--- config.mk ---
export PLATFORM = sky130hd
export DESIGN_NAME = cordic_iter_engine
export DESIGN_NICKNAME = d
export VERILOG_FILES = /design/src/rtl/cordic_iter_engine.sv
export SDC_FILE = /design/constraint.sdc
export NUM_CORES = 1
export LEC_CHECK = 0
export CAP_MARGIN = 20
export CORE_ASPECT_RATIO = 0.6
export CORE_MARGIN = 5
export CORE_UTILIZATION = 52
export CTS_CLUSTER_DIAMETER = 120
export CTS_CLUSTER_SIZE = 20
export DETAILED_ROUTE_END_ITERATION = 10
export PLACE_DENSITY = 0.85
export SLEW_MARGIN = 20
export SYNTH_ARGS = -nofsm -noshare
export SYNTH_HDL_FRONTEND = slang
export SYNTH_SLANG_ARGS = --single-unit
--- constraint.sdc ---
create_clock -name clk_i -period 5.8 [get_ports clk_i]
set_input_delay 1.74 -clock clk_i [delete_from_list [all_inputs] [get_ports clk_i]]
set_output_delay 1.74 -clock clk_i [all_outputs]
set_load 0.02 [all_outputs]
--- src/rtl/cordic_iter_engine.sv ---
// Folded iterative CORDIC engine: one shift/add datapath performs N_ITER
// micro-rotations over successive cycles, in rotation or vectoring mode.
// Arctangent constants come from an external table addressed by iter_o.
// Optional build macro: CORDIC_GAIN_COMP_EN adds a SCALE cycle that
// multiplies x and y by 1/K so the result carries no CORDIC gain.
module cordic_iter_engine #(
  parameter int N_FRAC         = 15,
  parameter int N_ITER         = 14,
  parameter int BW_SHIFT_VALUE = 4
) (
  input  logic                      clk_i,
  input  logic                      rst_i,
  input  logic                      in_valid_i,
  output logic                      in_ready_o,
  input  logic                      mode_i,
  input  logic signed [N_FRAC:0]    x_i,
  input  logic signed [N_FRAC:0]    y_i,
  input  logic signed [N_FRAC:0]    z_i,
  output logic [BW_SHIFT_VALUE-1:0] iter_o,
  input  logic signed [N_FRAC:0]    angle_i,
  output logic                      out_valid_o,
  input  logic                      out_ready_i,
  output logic signed [N_FRAC:0]    x_o,
  output logic signed [N_FRAC:0]    y_o,
  output logic signed [N_FRAC:0]    z_o
);

  // Port width and internal width (two guard bits absorb the ~1.65 gain).
  localparam int DW = N_FRAC + 1;
  localparam int IW = N_FRAC + 3;

  localparam logic [BW_SHIFT_VALUE-1:0] ITER_LAST = BW_SHIFT_VALUE'(N_ITER - 1);

  localparam logic signed [IW-1:0] SAT_MAX = {3'b000, {N_FRAC{1'b1}}};
  localparam logic signed [IW-1:0] SAT_MIN = {3'b111, {N_FRAC{1'b0}}};

  typedef enum logic [1:0] {
    ST_IDLE,
    ST_RUN,
`ifdef CORDIC_GAIN_COMP_EN
    ST_SCALE,
`endif
    ST_DONE
  } state_t;

  state_t state_reg, state_next;

  logic [BW_SHIFT_VALUE-1:0] iter_reg, iter_next;
  logic                      mode_reg, mode_next;
  logic signed [IW-1:0]      x_reg, x_next;
  logic signed [IW-1:0]      y_reg, y_next;
  logic signed [DW-1:0]      z_reg, z_next;
  logic signed [DW-1:0]      xo_reg, xo_next;
  logic signed [DW-1:0]      yo_reg, yo_next;
  logic signed [DW-1:0]      zo_reg, zo_next;

  // One micro-rotation computed from the current working registers.
  logic                 d_pos;
  logic signed [IW-1:0] x_sh, y_sh;
  logic signed [IW-1:0] x_rot, y_rot;
  logic signed [DW-1:0] z_rot;

  // Lane 0 is x, lane 1 is y: the values that get clamped into x_o/y_o.
  logic signed [IW-1:0] sat_in  [2];
  logic signed [DW-1:0] sat_out [2];

  function automatic logic signed [DW-1:0] sat(input logic signed [IW-1:0] v);
    if (v > SAT_MAX) begin
      return SAT_MAX[DW-1:0];
    end else if (v < SAT_MIN) begin
      return SAT_MIN[DW-1:0];
    end else begin
      return v[DW-1:0];
    end
  endfunction

  // Rotation/vectoring direction and shifted cross terms.
  always_comb begin
    d_pos = mode_reg ? y_reg[IW-1] : ~z_reg[DW-1];
    x_sh  = x_reg >>> iter_reg;
    y_sh  = y_reg >>> iter_reg;
    x_rot = d_pos ? (x_reg - y_sh) : (x_reg + y_sh);
    y_rot = d_pos ? (y_reg + x_sh) : (y_reg - x_sh);
    z_rot = d_pos ? (z_reg - angle_i) : (z_reg + angle_i);
  end

`ifdef CORDIC_GAIN_COMP_EN
  localparam int              K_GAIN = int'(0.607252935 * (2.0 ** N_FRAC));
  localparam logic [DW-1:0]   K_VEC  = DW'(K_GAIN);

  logic signed [IW+DW-1:0] prod_x, prod_y;
  logic signed [IW-1:0]    x_scaled, y_scaled;

  // Gain compensation: multiply by 1/K in Q(N_FRAC), arithmetic shift back.
  always_comb begin
    prod_x   = $signed({{DW{x_reg[IW-1]}}, x_reg}) * $signed({{IW{1'b0}}, K_VEC});
    prod_y   = $signed({{DW{y_reg[IW-1]}}, y_reg}) * $signed({{IW{1'b0}}, K_VEC});
    x_scaled = prod_x[N_FRAC +: IW];
    y_scaled = prod_y[N_FRAC +: IW];
  end

  // Results are captured from the scaled values at the end of SCALE.
  always_comb begin
    sat_in[0] = x_scaled;
    sat_in[1] = y_scaled;
  end
`else
  // Results are captured from the final micro-rotation.
  always_comb begin
    sat_in[0] = x_rot;
    sat_in[1] = y_rot;
  end
`endif

  genvar gi;
  generate
    for (gi = 0; gi < 2; gi++) begin : g_sat_lane
      assign sat_out[gi] = sat(sat_in[gi]);
    end
  endgenerate

  // Next-state and datapath update logic.
  always_comb begin
    state_next = state_reg;
    iter_next  = iter_reg;
    mode_next  = mode_reg;
    x_next     = x_reg;
    y_next     = y_reg;
    z_next     = z_reg;
    xo_next    = xo_reg;
    yo_next    = yo_reg;
    zo_next    = zo_reg;

    case (state_reg)
      ST_IDLE: begin
        if (in_valid_i) begin
          x_next     = {{2{x_i[DW-1]}}, x_i};
          y_next     = {{2{y_i[DW-1]}}, y_i};
          z_next     = z_i;
          mode_next  = mode_i;
          iter_next  = '0;
          state_next = ST_RUN;
        end
      end

      ST_RUN: begin
        x_next = x_rot;
        y_next = y_rot;
        z_next = z_rot;
        if (iter_reg == ITER_LAST) begin
          // iter returns to 0 so iter_o reads 0 outside RUN.
          iter_next = '0;
`ifdef CORDIC_GAIN_COMP_EN
          state_next = ST_SCALE;
`else
          xo_next    = sat_out[0];
          yo_next    = sat_out[1];
          zo_next    = z_rot;
          state_next = ST_DONE;
`endif
        end else begin
          iter_next = iter_reg + BW_SHIFT_VALUE'(1);
        end
      end

`ifdef CORDIC_GAIN_COMP_EN
      ST_SCALE: begin
        x_next     = x_scaled;
        y_next     = y_scaled;
        xo_next    = sat_out[0];
        yo_next    = sat_out[1];
        zo_next    = z_reg;
        state_next = ST_DONE;
      end
`endif

      ST_DONE: begin
        if (out_ready_i) begin
          state_next = ST_IDLE;
        end
      end

      default: begin
        state_next = ST_IDLE;
      end
    endcase
  end

  // FSM state register; reset discards any in-flight operation.
  always_ff @(posedge clk_i or posedge rst_i) begin
    if (rst_i) begin
      state_reg <= ST_IDLE;
    end else begin
      state_reg <= state_next;
    end
  end

  // Working registers and result registers.
  always_ff @(posedge clk_i or posedge rst_i) begin
    if (rst_i) begin
      iter_reg <= '0;
      mode_reg <= 1'b0;
      x_reg    <= '0;
      y_reg    <= '0;
      z_reg    <= '0;
      xo_reg   <= '0;
      yo_reg   <= '0;
      zo_reg   <= '0;
    end else begin
      iter_reg <= iter_next;
      mode_reg <= mode_next;
      x_reg    <= x_next;
      y_reg    <= y_next;
      z_reg    <= z_next;
      xo_reg   <= xo_next;
      yo_reg   <= yo_next;
      zo_reg   <= zo_next;
    end
  end

  assign in_ready_o  = (state_reg == ST_IDLE);
  assign out_valid_o = (state_reg == ST_DONE);
  assign iter_o      = iter_reg;
  assign x_o         = xo_reg;
  assign y_o         = yo_reg;
  assign z_o         = zo_reg;

endmodule
==> flow_summary_export.csv, run 1 <==
group,metric,value,unit
sta,timing.setup.tns,0,ps
clocking,cts_buffers,9,
logic_synthesis,synth_compound_area_share,23.1,%
logic_synthesis,synth_xor_area_share,8.28,%
sta,tightestPinTransition,1080,ps
logic_synthesis,ys.flop_type,"dfrtp_1",
logic_synthesis,ys_ff_latch,107,
logic_synthesis,yosysWarnings,0,
logic_synthesis,synth_edf_count,0,
floorplanning,fp.dieW,188,um
detailed_routing,postRouteAntennaNets,0,
min_path,worstHoldEndpoint,"z_o[10]",
min_path,hold-path-cell-count,2,
clocking,clk_pin_slew_worst_paths,80,ps
critical_path,timing.rr.start,"iter_o[1]",
logic_synthesis,synthSimpleGateAreaFrac,15.6,%
critical_path,cp-start-kind,"register",
clocking,cts_root_buffer,"clkbuf_16",
sta,setup_violations,0,
sta,fin_crit,5530,ps
placement,placed_cell_area,11300,um^2
sta,clock_skew,11.9,ps
critical_path,end_kind,"register",
floorplanning,start_util,52.4,%
critical_path,r2r_end,"y_o[2]",
critical_path,reg2reg_slack,270,ps
critical_path,critical_path_arrival,5780,ps
floorplanning,ios,123,
placement,portBuffers,122,
critical_path,slowest_stage,"dfrtp_2",
layout,drive_gt1_share,11.8,%
global_route,grt_pass1_wl,49.7,mm
clocking,cts.sinks,107,
critical_path,worstPathRequired,6050,ps
placement,gp_congestion,0.971,
critical_path,worstPathMaxFanout,13,
layout,final_area,11800,um^2
floorplanning,coreArea,18900,um^2
detailed_routing,avgViaCountPerCell,6.31,
floorplanning,design.die.area,22000,um^2
clocking,htreeDepth,3,
detailed_routing,dr.pass1.iters,5,
clocking,clk_latency,360,ps
global_route,grt_use_total,28.2,%
clocking,clockBufferDepth,2,
global_route,grt_max_degree,45,
sta,clock.fmax,0.181,GHz
logic_synthesis,netlist_instances,1135,
logic_synthesis,netlist_area,9900,um^2
logic_synthesis,synth_area_leaders,"dfrtp_1 27%, ha_1 6.8%, mux2i_1 6.2%",
floorplanning,rows,39,
logic_synthesis,yosysTopAreaCell,"dfrtp_1",
clocking,cts_tree,"built",
logic_synthesis,synth_top_family_by_area,"compound AO/OA/AOI/OAI gates",
critical_path,path_cells,"buf_12 > mux4_2 > mux2_2 > o21ai_0 > ha_1 > nor2b_2 > a21oi_1 > xnor2_1 > ha_1 > o21a_1 > o31a_1 > nor4_1 > o311ai_0 > o41a_1 > a2111o_1 > xnor2_1 > a22oi_2 > a21oi_4 > buf_12 > a21oi_1",
sta,max_slew_margin,27.7,%
logic_synthesis,synth_mux_area_share,13.1,%
detailed_routing,drtIter0Drc,1235,
min_path,hp-class,"reg2reg",
critical_path,r2r_cells,20,
floorplanning,die_h,117,um
logic_synthesis,ys_types,85,
layout,fin_nets,1374,
global_route,grt.overflow.total,0,
logic_synthesis,yosys.area_share.adder,7.43,%
detailed_routing,wire_per_inst,20.8,um
flow_run,maxCapViolCount,0,
layout,syn_to_final_growth,19.5,%
detailed_routing,drc,0,
logic_synthesis,seq_area_frac_synth,27.1,%
detailed_routing,totalWireLength,31.2,mm
global_route,antenna_found_initial,0,
logic_synthesis,syn_area_per_cell,8.72,um^2
global_route,grt_pass1_vias,8964,
detailed_routing,vias,9461,
sta,slew_viol_final,0,
logic_synthesis,yosys.area.top_type_share,27.1,%
critical_path,cp_slowest_stage_delay,480,ps
layout,antenna_cells,0,
logic_synthesis,syn_nets,1261,
sta,hold_viol,0,
critical_path,worst-setup-path-type,"reg2reg",
logic_synthesis,synthArstFlopShare,100,%
run_status,outcome,"finished clean",
sta,fin_crit_sh,95.4,%
min_path,hp-start,"z_o[10]",
placement,dp_hpwl,23.7,mm
## layer usage
| metal | vias up | global-route usage (%) | part of all wire [%] |
|---|---|---|---|
| met4 | 0 | 8.06 | 3.0 |
| met5 | - | 0 | 0 |
| met2 | 550 | 40.4 | 40 |
| met3 | 61 | 6.85 | 11 |
| met1 | 4494 | 42.4 | 46 |
| li1 | 4356 | - | - |
## synth_stat cells, types with 16 or more instances
cell type,n
nor2_1,99
dfrtp_1,107
nor2b_1,16
mux2i_1,61
mux4_2,18
ha_1,54
o21ai_0,98
a21oi_1,88
xor2_1,28
clkbuf_1,34
nand2_1,134
xnor2_1,60
nor3_1,17
inv_1,32
nand2b_1,16
## through the flow
step                      hold WS (ps)  cells  worst slack [ps]  utilization [%]
after floorplan                    470   1135              53.9                -
after global placement             461   1476              33.4             60.1
after detailed placement           466   1476              -125             60.1
after CTS                          485   1492              57.8             61.8
after global routing               504   1499             -27.2             62.6
final                              485   1499               267             62.6
## cell type report
type                            instances  area [um^2]
Clock buffer                           10          229
Clock inverter                          6         83.8
Fill cell                            1539         7050
Inverter                               34          130
Multi-Input combinational cell        926         6760
Sequential cell                       107         2680
Tap cell                              246          308
Timing Repair Buffer                  170         1640
## cells by family after synthesis
group,Yosys count
simple gates,339
fa+ha+maj,57
flops,107
xor+xnor,91
compound gates,346
buf+inv,102
mux,93
## placed cells by master, fill, tap and decap left out, drive strengths merged, types with 6 or more instances in the layout
| cell type | netlist | layout |
|---|---|---|
| or2 | 7 | 7 |
| o21ai | 104 | 104 |
| nor2b | 16 | 16 |
| a221o | 8 | 8 |
| mux2 | 6 | 6 |
| clkbuf | 36 | 10 |
| buf | 30 | 48 |
| nor3 | 17 | 17 |
| a21o | 10 | 10 |
| o21a | 8 | 8 |
| mux4 | 26 | 26 |
| xor2 | 28 | 28 |
| nand2 | 134 | 134 |
| a31oi | 11 | 11 |
| clkdlybuf4s50 | 0 | 122 |
| o22ai | 6 | 6 |
| ha | 54 | 54 |
| a211oi | 13 | 13 |
| o221a | 15 | 15 |
| a21oi | 99 | 99 |
| o21bai | 8 | 8 |
| o211ai | 7 | 7 |
| dfrtp | 107 | 107 |
| nor2 | 99 | 99 |
| inv | 32 | 35 |
| mux2i | 61 | 61 |
| xnor2 | 63 | 63 |
| nand3 | 14 | 14 |
| and3 | 10 | 10 |
| nand2b | 16 | 16 |
## repair_timing
| action | CTS | global route |
|---|---|---|
| setup endpoints to repair | 15 | 32 |
| pin swaps | 0 | 5 |
| hold buffers | 0 | 0 |
| buffers inserted | 0 | 7 |
| resized for setup | 1 | 17 |
## worst max path at each step
stage	slack, ps	cells past startpoint	endpoint	from
2_1_floorplan	50	25	y_o[6]	iter_o[2]
3_3_place_gp	30	22	y_o[1]	iter_o[1]
3_5_place_dp	-120	22	y_o[9]	iter_o[1]
4_1_cts	60	22	y_o[2]	iter_o[1]
5_1_grt	-30	25	y_o[2]	iter_o[1]
6_report	270	20	y_o[2]	iter_o[1]
## critical path: cells and delay by family, from the launching register on
kind                     cells  cell delay (ps)
AND/OR/NAND/NOR              2              500
flip-flops                   1              480
buffers and inverters        2              300
adder cells (fa/ha/maj)      2              540
AO/OA/AOI/OAI               10             2190
multiplexers                 2              770
XOR/XNOR                     2              650
Power of run 1 is not shown: default switching activity piles up to over one toggle a cycle in this logic, so the estimate is an artifact.
==> run 2: changes to the inputs <==
CORE_MARGIN = 4   (was 5)
CORE_UTILIZATION = 49   (was 52)
PLACE_DENSITY = 0.82   (was 0.85)
==> flow_summary_export.csv, run 2 (synthesis gave the netlist of run 1 again) <==
group,metric,value,unit
run_status,outcome,"finished clean",
detailed_routing,totalWireLength,31.2,mm
sta,fin_crit,5640,ps
sta,setup_violations,0,
placement,placedCellCount,1494,
layout,fin_util,61.0,%
clocking,clk_pin_slew_worst_paths,80,ps
global_route,grt_pass1_vias,8631,
layout,nFillCells,1663,
placement,placed_cell_area,11400,um^2
detailed_routing,avgViaCountPerCell,6.27,
floorplanning,die_h,118,um
layout,layout_commonest_cell,"nand2_1",
sta,clock.fmax,0.177,GHz
critical_path,slowest_stage,"mux4_2",
critical_path,cp_slowest_stage_delay,530,ps
floorplanning,coreArea,19400,um^2
sta,tightestPinTransition,1090,ps
clocking,clk_latency,370,ps
floorplanning,rows,39,
layout,register_area,2680,um^2
placement,portBuffers,122,
placement,gp_congestion,0.975,
sta,hold_viol,0,
global_route,grt.overflow.total,0,
detailed_routing,postRouteAntennaNets,0,
sta,rsz0062_at_grt,"false",
floorplanning,design.die.area,22600,um^2
sta,slew_viol_final,0,
sta,clock_skew,11.8,ps
layout,fin_nets,1371,
critical_path,cp-start-kind,"register",
global_route,grt_max_degree,80,
clocking,cts_tree,"built",
layout,syn_to_final_growth,19.8,%
critical_path,cpLargestDelayFamily,"compound AO/OA/AOI/OAI gates",
global_route,antenna_found_initial,0,
floorplanning,start_util,51.0,%
critical_path,worstPathRequired,6050,ps
clocking,cts_buffers,9,
detailed_routing,drc,0,
placement,dp_hpwl,23.7,mm
critical_path,critical_path_arrival,5890,ps
global_route,grt_pass1_wl,48.6,mm
critical_path,path_buf_inv,4,
critical_path,end_kind,"register",
global_route,grt_use_total,26.8,%
layout,mostFrequentLayoutCells,"133 x nand2_1, 122 x clkdlybuf4s50_1, 104 x dfrtp_1",
layout,final_area,11900,um^2
layout,antenna_cells,0,
critical_path,worstPathMaxFanout,13,
clocking,clockBufferDepth,2,
detailed_routing,wire_per_inst,20.6,um
critical_path,worst-setup-path-type,"reg2reg",
clocking,cts.sinks,107,
layout,fin_cells,1516,
layout,drive_gt1_share,12.0,%
sta,max_slew_margin,27.5,%
detailed_routing,dr.pass1.iters,5,
floorplanning,fp.dieW,191,um
detailed_routing,vias,9499,
clocking,cts_root_buffer,"clkbuf_16",
min_path,hp-class,"reg2reg",
clocking,htreeDepth,3,
flow_run,maxCapViolCount,0,
floorplanning,ios,123,
layout,multi_input_area,6780,um^2
detailed_routing,drtIter0Drc,1122,
clocking,hold_buffers,0,
sta,fin_crit_sh,97.3,%
critical_path,path_cells,"buf_4 > buf_12 > mux2i_1 > mux4_2 > nand2_1 > nand2_1 > ha_1 > nor2_1 > xor2_1 > ha_1 > nor2b_1 > o31a_1 > nor4_1 > o311ai_0 > o41a_1 > a2111o_1 > xnor2_1 > a22oi_1 > buf_4 > a21oi_4 > buf_12 > a21oi_1",
==> run 2: final cells by class <==
type                       count  area share [%]
multi-input combinational    926            57.2
sequential                   107            22.6
timing repair buffer         167            13.7
tap                          266            2.81
clock buffer                  10            2.02
inverter                      34            1.12
clock inverter                 6           0.591
==> run 2: per-layer routing <==
metal / track usage, % / wire length [um] / up-vias
met3: 5.22 / 3120 / 55
met1: 42.7 / 14600 / 4564
met2: 37.5 / 12900 / 518
li1: - / - / 4362
met4: 4.80 / 563 / 0
met5: 0 / 0 / -
==> run 2: worst paths after layout <==
| kind | slack (ps) | cells after the start | to | start |
|---|---|---|---|---|
| worst min register to register | 480 | 2 | z_o[14] | z_o[14] |
| worst max-delay path | 160 | 22 | y_o[2] | iter_o[1] |
| worst min-delay path | 480 | 2 | z_o[14] | z_o[14] |
| worst max register to register | 160 | 22 | y_o[2] | iter_o[1] |
| max in group asynchronous | 3030 | 3 | y_o[12] | rst_i |
| min in group asynchronous | 1880 | 2 | z_reg[1] | rst_i |
==> run 2: timing repair <==
item / in CTS / in global routing
pin swaps: 0 / 7
buffers inserted: 0 / 7
cloned: 0 / 0
gates resized for setup: 1 / 23
setup endpoints to repair: 10 / 32
==> run 2: through the flow <==
step,setup WS (ps),hold slack [ps],TNS [ps]
floorplan,53.9,470,0
finish,157,478,0
global placement,-13.6,459,-13.6
detailed placement,-73.2,463,-266
global route,3.36,510,0
CTS,31.9,482,0
==> run 2: worst reg2reg max path, cell delays in order, from the launching register on <==
cell      delay, ps
dfrtp_2         440
buf_4           180
buf_12          160
mux2i_1         130
mux4_2          530
nand2_1         140
nand2_1         100
ha_1            200
nor2_1          130
xor2_1          260
ha_1            340
nor2b_1         180
o31a_1          270
nor4_1          290
o311ai_0        250
o41a_1          420
a2111o_1        410
xnor2_1         340
a22oi_1         180
buf_4           180
a21oi_4         140
buf_12          170
a21oi_1          90
Power of run 2 is left out for the same reason.
